--- src/rtl/dmi_pkg.sv ---
// Shared DMI definitions: operation codes, arbiter state names, bus widths, request payload.
package dmi_pkg;

    localparam int unsigned DMI_ABITS = 7;
    localparam int unsigned DMI_DBITS = 32;

    typedef enum logic [1:0] {
        NOP   = 2'd0,
        READ  = 2'd1,
        WRITE = 2'd2,
        RSVD  = 2'd3
    } dmi_op_e;

    typedef enum logic [1:0] {
        ARB_IDLE  = 2'd0,
        ARB_ISSUE = 2'd1,
        ARB_WAIT  = 2'd2,
        ARB_DONE  = 2'd3
    } dmi_arb_state_e;

    typedef struct packed {
        logic [1:0]           op;
        logic [DMI_ABITS-1:0] addr;
        logic [DMI_DBITS-1:0] data;
    } dmi_req_t;

    // Only reads and writes occupy a host slot; NOP and RSVD are dropped silently.
    function automatic logic op_valid(input logic [1:0] op);
        return (op == READ) || (op == WRITE);
    endfunction

endpackage

--- src/rtl/dmi_arbiter_rr_picker.sv ---
// Combinational round-robin priority encoder: first pending index after 'last', modulo NREQ.
module rr_picker #(
    parameter int unsigned NREQ = 2,
    parameter int unsigned GW   = (NREQ > 1) ? $clog2(NREQ) : 1
) (
    input  logic [NREQ-1:0] pending,
    input  logic [GW-1:0]   last,
    output logic [GW-1:0]   grant,
    output logic            valid
);

    function automatic logic [GW-1:0] wrap(input int unsigned v);
        return GW'(v % NREQ);
    endfunction

    // Walk from the farthest candidate back to the nearest so the nearest one wins.
    always_comb begin
        grant = '0;
        for (int unsigned k = NREQ; k >= 1; k--) begin
            if (pending[wrap(32'(last) + k)]) begin
                grant = wrap(32'(last) + k);
            end
        end
    end

    assign valid = |pending;

endmodule

--- src/rtl/dmi_arbiter.sv ---
// Round-robin arbiter sharing the Debug Module DMI port among NREQ debug hosts.
// Define DMI_ARB_TIMEOUT_EN to add a watchdog that aborts a stalled WAIT after TIMEOUT_CYCLES.
module dmi_arbiter
    import dmi_pkg::*;
#(
    parameter int unsigned NREQ           = 2,
    parameter int unsigned TIMEOUT_CYCLES = 1024
) (
    input  logic                           clk,
    input  logic                           rst_n,
    input  logic [NREQ-1:0]                req_start,
    input  logic [NREQ-1:0][1:0]           req_op,
    input  logic [NREQ-1:0][DMI_ABITS-1:0] req_addr,
    input  logic [NREQ-1:0][DMI_DBITS-1:0] req_wdata,
    output logic [NREQ-1:0]                req_busy,
    output logic [NREQ-1:0]                req_overrun,
    output logic [NREQ-1:0]                req_finish,
    output logic [DMI_DBITS-1:0]           req_rdata,
    output logic                           req_err,
    output logic                           dmi_start,
    output logic [1:0]                     dmi_op,
    output logic [DMI_ABITS-1:0]           dmi_address,
    output logic [DMI_DBITS-1:0]           dmi_data_o,
    input  logic                           dmi_finish,
    input  logic [DMI_DBITS-1:0]           dmi_data_i
);

    localparam int unsigned GW = (NREQ > 1) ? $clog2(NREQ) : 1;

    localparam logic [1:0] S_IDLE  = ARB_IDLE;
    localparam logic [1:0] S_ISSUE = ARB_ISSUE;
    localparam logic [1:0] S_WAIT  = ARB_WAIT;
    localparam logic [1:0] S_DONE  = ARB_DONE;

    localparam logic [GW-1:0] LAST_RST = GW'(NREQ - 1);

    if (NREQ < 2 || NREQ > 4 || TIMEOUT_CYCLES < 1 || TIMEOUT_CYCLES > 65536) begin : g_bad_cfg
        $error("dmi_arbiter: NREQ must be 2..4 and TIMEOUT_CYCLES 1..65536");
    end

    logic [1:0]                  state, state_d;
    logic [GW-1:0]               grant, grant_d;
    logic [GW-1:0]               last_grant, last_grant_d;
    logic [GW-1:0]               pick;
    logic                        pick_valid;
    logic [NREQ-1:0]             pending;
    logic [NREQ-1:0]             done_clear;
    dmi_req_t [NREQ-1:0]         slot;

    logic                        start_d;
    logic [NREQ-1:0]             finish_d;
    logic [DMI_DBITS-1:0]        rdata_d;
    logic [1:0]                  op_d;
    logic [DMI_ABITS-1:0]        addr_d;
    logic [DMI_DBITS-1:0]        wdata_d;

`ifdef DMI_ARB_TIMEOUT_EN
    logic [15:0]                 wd_cnt, wd_cnt_d;
    logic                        err_d;
`endif

    rr_picker #(
        .NREQ (NREQ),
        .GW   (GW)
    ) u_picker (
        .pending (pending),
        .last    (last_grant),
        .grant   (pick),
        .valid   (pick_valid)
    );

    assign req_busy = pending;

    always_comb begin
        done_clear = '0;
        if (state == S_DONE) begin
            done_clear[grant] = 1'b1;
        end
    end

    // Host slots: a slot vacated in DONE may be refilled by a start on the same edge.
    always_ff @(posedge clk or negedge rst_n) begin
        if (!rst_n) begin
            pending     <= '0;
            slot        <= '0;
            req_overrun <= '0;
        end else begin
            for (int i = 0; i < int'(NREQ); i++) begin
                req_overrun[i] <= 1'b0;
                if (done_clear[i]) begin
                    pending[i] <= 1'b0;
                end
                if (req_start[i] && op_valid(req_op[i])) begin
                    if (!pending[i] || done_clear[i]) begin
                        pending[i]   <= 1'b1;
                        slot[i].op   <= req_op[i];
                        slot[i].addr <= req_addr[i];
                        slot[i].data <= req_wdata[i];
                    end else begin
                        req_overrun[i] <= 1'b1;
                    end
                end
            end
        end
    end

    // Next-state and next-output logic for the single DMI transaction in flight.
    always_comb begin
        state_d      = state;
        grant_d      = grant;
        last_grant_d = last_grant;
        start_d      = 1'b0;
        finish_d     = '0;
        rdata_d      = req_rdata;
        op_d         = dmi_op;
        addr_d       = dmi_address;
        wdata_d      = dmi_data_o;
`ifdef DMI_ARB_TIMEOUT_EN
        err_d        = req_err;
        wd_cnt_d     = wd_cnt;
`endif
        case (state)
            S_IDLE: begin
                if (pick_valid) begin
                    grant_d = pick;
                    op_d    = slot[pick].op;
                    addr_d  = slot[pick].addr;
                    wdata_d = slot[pick].data;
                    start_d = 1'b1;
                    state_d = S_ISSUE;
                end
            end
            S_ISSUE: begin
                state_d = S_WAIT;
`ifdef DMI_ARB_TIMEOUT_EN
                wd_cnt_d = '0;
`endif
            end
            S_WAIT: begin
                if (dmi_finish) begin
                    rdata_d         = dmi_data_i;
                    finish_d[grant] = 1'b1;
                    state_d         = S_DONE;
`ifdef DMI_ARB_TIMEOUT_EN
                    err_d           = 1'b0;
                end else if (wd_cnt == 16'(TIMEOUT_CYCLES - 1)) begin
                    rdata_d         = '0;
                    err_d           = 1'b1;
                    finish_d[grant] = 1'b1;
                    state_d         = S_DONE;
                end else begin
                    wd_cnt_d        = wd_cnt + 16'd1;
`endif
                end
            end
            S_DONE: begin
                last_grant_d = grant;
                state_d      = S_IDLE;
            end
            default: state_d = S_IDLE;
        endcase
    end

    always_ff @(posedge clk or negedge rst_n) begin
        if (!rst_n) begin
            state       <= S_IDLE;
            grant       <= '0;
            last_grant  <= LAST_RST;
            dmi_start   <= 1'b0;
            req_finish  <= '0;
            req_rdata   <= '0;
            dmi_op      <= '0;
            dmi_address <= '0;
            dmi_data_o  <= '0;
        end else begin
            state       <= state_d;
            grant       <= grant_d;
            last_grant  <= last_grant_d;
            dmi_start   <= start_d;
            req_finish  <= finish_d;
            req_rdata   <= rdata_d;
            dmi_op      <= op_d;
            dmi_address <= addr_d;
            dmi_data_o  <= wdata_d;
        end
    end

`ifdef DMI_ARB_TIMEOUT_EN
    always_ff @(posedge clk or negedge rst_n) begin
        if (!rst_n) begin
            wd_cnt  <= '0;
            req_err <= 1'b0;
        end else begin
            wd_cnt  <= wd_cnt_d;
            req_err <= err_d;
        end
    end
`else
    assign req_err = 1'b0;
`endif

endmodule

--- config.mk ---
export PLATFORM = sky130hd
export DESIGN_NAME = dmi_arbiter
export DESIGN_NICKNAME = d
export VERILOG_FILES = /design/src/rtl/dmi_pkg.sv /design/src/rtl/dmi_arbiter_rr_picker.sv /design/src/rtl/dmi_arbiter.sv
export SDC_FILE = /design/constraint.sdc
export NUM_CORES = 1
export LEC_CHECK = 0
export CORE_UTILIZATION = 41
export DETAILED_ROUTE_END_ITERATION = 16
export PLACE_DENSITY = 0.7
export RECOVER_POWER = 100
export SETUP_SLACK_MARGIN = 0.5
export SYNTH_ARGS = -nofsm -noshare
export SYNTH_HDL_FRONTEND = slang
export SYNTH_HIERARCHICAL = 1
export SYNTH_SLANG_ARGS = --single-unit
--- constraint.sdc ---
create_clock -name clk -period 2.8 [get_ports clk]
set_input_delay 0.56 -clock clk [delete_from_list [all_inputs] [get_ports clk]]
set_output_delay 0.56 -clock clk [all_outputs]
set_load 0.05 [all_outputs]
==> results_dict.tcl <==
set metrics [dict create \
    initial_utilization 0.4232 \
    io_buffers 198 \
    drv_cap 0 \
    antenna_found_initial 1 \
    synthArstFlopShare 1.000 \
    syn-cell-area_mm2 0.006771 \
    grt_usage 0.1886 \
    finish.utilization 0.5933 \
    final_nets 801 \
    place_congestion 0.7879 \
    status "complete, no violations" \
    layout_common_cells "165 x dfrtp_1, 115 x clkdlybuf4s50_1, 93 x mux2_2, 81 x dlygate4sd3_1, 44 x nor2_1" \
    firstDrtPassIters 6 \
    wl_um 15270 \
    final_common_cell "dfrtp_1" \
    timing.rr.end "dmi_address[3]$_DFFE_PN0P_" \
    vias 4434 \
    antenna_left 0 \
    grt_max_degree 62 \
    drtIter0Drc 187 \
    r2r_slack_ps 540 \
    htreeDepth 4 \
    irDropWorstVdd_v 0.0006893 \
    grt_pass1_wl_um 24160 \
    clock_latency_ps 420 \
    cts_setup_buffers 0 \
    synth.ff_latch_count 166 \
    drv_slew 0 \
    crit_path_end_kind "register" \
    tns_ps 0 \
    synth_seq_area_share 0.6136 \
    grt_overflow 0 \
    syn_inst 478 \
    critPathKind "input port to register" \
    cts_sinks 166 \
    avgSynthCellArea_um2 14.17 \
    wl_per_cell_um 16.82 \
    fmaxAchievable_ghz 0.4347 \
    finalSetupViolations 0 \
    cp-start-kind "input port" \
    period_share 0.8216 \
    worstRegToRegCells 6 \
    drive_gt1_frac 0.2055 \
    cts_buffers 17 \
    cts_tree "built" \
    clk_path_buf_depth 2 \
    layout_min_cycle_time_ps 2301 \
    synth_ff_type "dfrtp_1" \
    rsz0062_at_grt "false" \
    std_cell_rows 46 \
    timing_hold_violations_final 0 \
    ys_warn_count 6 \
    clk_pin_slew_ps 60 \
    skew_ps 13.89 \
    core_mm2 0.01600 \
    worstPathArrival_ps 2600 \
    die_height_um 130.5 \
    hpwl_um 10730 \
    p_per_area_mw_per_mm2 1352 \
    boundaryPins 200 \
    die_x_um 130.5 \
    required_ps 3100 \
    worst_pin_slew_ps 1237 \
    p_leak_nw 4.106 \
    root_buffer "clkbuf_16" \
    path_max_fanout 39 \
    synth-edff-count 0 \
    slew_headroom 0.1756 \
    drc 0 \
    r2r_start "state[0]$_DFFE_PN0P_" \
    die_area_mm2 0.01703 \
    hold_path_class "input port to async pin" \
    first_global_vias 4695 \
    via_per_inst 4.883 \
    area_growth_pct 40.19 \
    syn_nets 601 \
    synth_cell_types 36 \
]
repair_timing:
| item | in CTS | in global routing |
|---|---|---|
| gates resized for setup | 1 | 0 |
| hold buffers | 0 | 0 |
| setup endpoints to repair | 1 | 0 |
| endpoints found under the hold margin | 0 | 0 |
cell usage after synthesis, types with 3 or more instances:
library cell,n,area share
dfrtp_1,165,0.61
mux2_2,93,0.15
nor2_1,44,0.024
a21oi_1,43,0.032
mux2i_1,41,0.061
mux2_4,20,0.044
buf_2,10,0.0074
clkbuf_1,9,0.0050
inv_1,6,0.0033
nand2_1,6,0.0033
ha_1,4,0.0074
buf_4,3,0.0033
buf_6,3,0.0050
worst max path at each step:
stage | from | cells after the start | end
5_1_grt | state[0]$_DFFE_PN0P_ | 6 | dmi_data_o[26]$_DFFE_PN0P_
3_3_place_gp | req_op[0] | 5 | slot[8]$_DFFE_PN0P_
2_1_floorplan | req_busy[0]$_DFF_PN0_ | 6 | dmi_address[0]$_DFFE_PN0P_
6_report | req_op[0] | 5 | slot[13]$_DFFE_PN0P_
4_1_cts | req_busy[1]$_DFF_PN0_ | 1 | req_busy[1]
3_5_place_dp | req_op[0] | 5 | slot[3]$_DFFE_PN0P_
power by group:
| group | internal [mW] | leakage (nW) | switching [mW] |
|---|---|---|---|
| sequential | 3.62 | 1.94 | 0.612 |
| clock | 1.58 | 0.303 | 0.921 |
| combinational | 2.38 | 1.86 | 3.72 |
| total | 7.58 | 4.11 | 5.25 |
per-layer routing:
| metal | global-route usage | share of wire | up-vias |
|---|---|---|---|
| met5 | 0 | 0 | - |
| met1 | 0.2339 | 0.41 | 2197 |
| met4 | 0.09533 | 0.028 | 0 |
| li1 | - | - | 2080 |
| met3 | 0.04642 | 0.061 | 27 |
| met2 | 0.3075 | 0.50 | 130 |
sequential cells by signal (all words and copies together), names as in the netlist:
register and cells:
req_overrun 2, slot 82, req_busy 2, req_finish 2
req_rdata 32, dmi_address 7, last_grant 1, grant 1
state 2, dmi_op 2, dmi_start 1, dmi_data_o 32
kinds of logic (layout without fill, tap and decap cells):
family / after synthesis / in the layout / share of synthesized area
XOR/XNOR: 2 / 2 / 0.002587
AND/OR/NAND/NOR: 62 / 62 / 0.04010
other: 1 / 2 / 0.0005538
buffers and inverters: 32 / 245 / 0.02698
flip-flops: 166 / 166 / 0.6136
AO/OA/AOI/OAI: 57 / 57 / 0.04915
multiplexers: 154 / 154 / 0.2596
adder cells (fa/ha/maj): 4 / 4 / 0.007391
worst max-delay path, cell delays in order:
cell	delay, ps
dlygate4sd3_1	650
xor2_1	220
o211a_2	200
clkbuf_4	520
mux2_2	410
layout make-up:
cell class	count	area (µm²)
clock inverters	13	205.2
inverters	6	22.52
multi-input cells	280	2369
fillers	1301	6507
repair buffers	207	2036
well taps	216	270.3
flip-flops and latches	166	4155
clock buffers	19	432.9
diodes	1	2.502
through the flow:
step	instance area (µm²)	hold slack (ps)	total power [mW]	cells	setup slack [ps]
floorplan	6771	264.4	8.741	478	1014
global placement	8995	488.1	10.64	875	479.2
detailed placement	8995	492.0	10.84	875	447.2
CTS	9632	73.02	13.40	907	518.3
global route	9493	453.9	13.57	908	277.3
finish	9493	362.6	12.83	908	499.4
No activity file was read; power rests on OpenSTA's default activity.
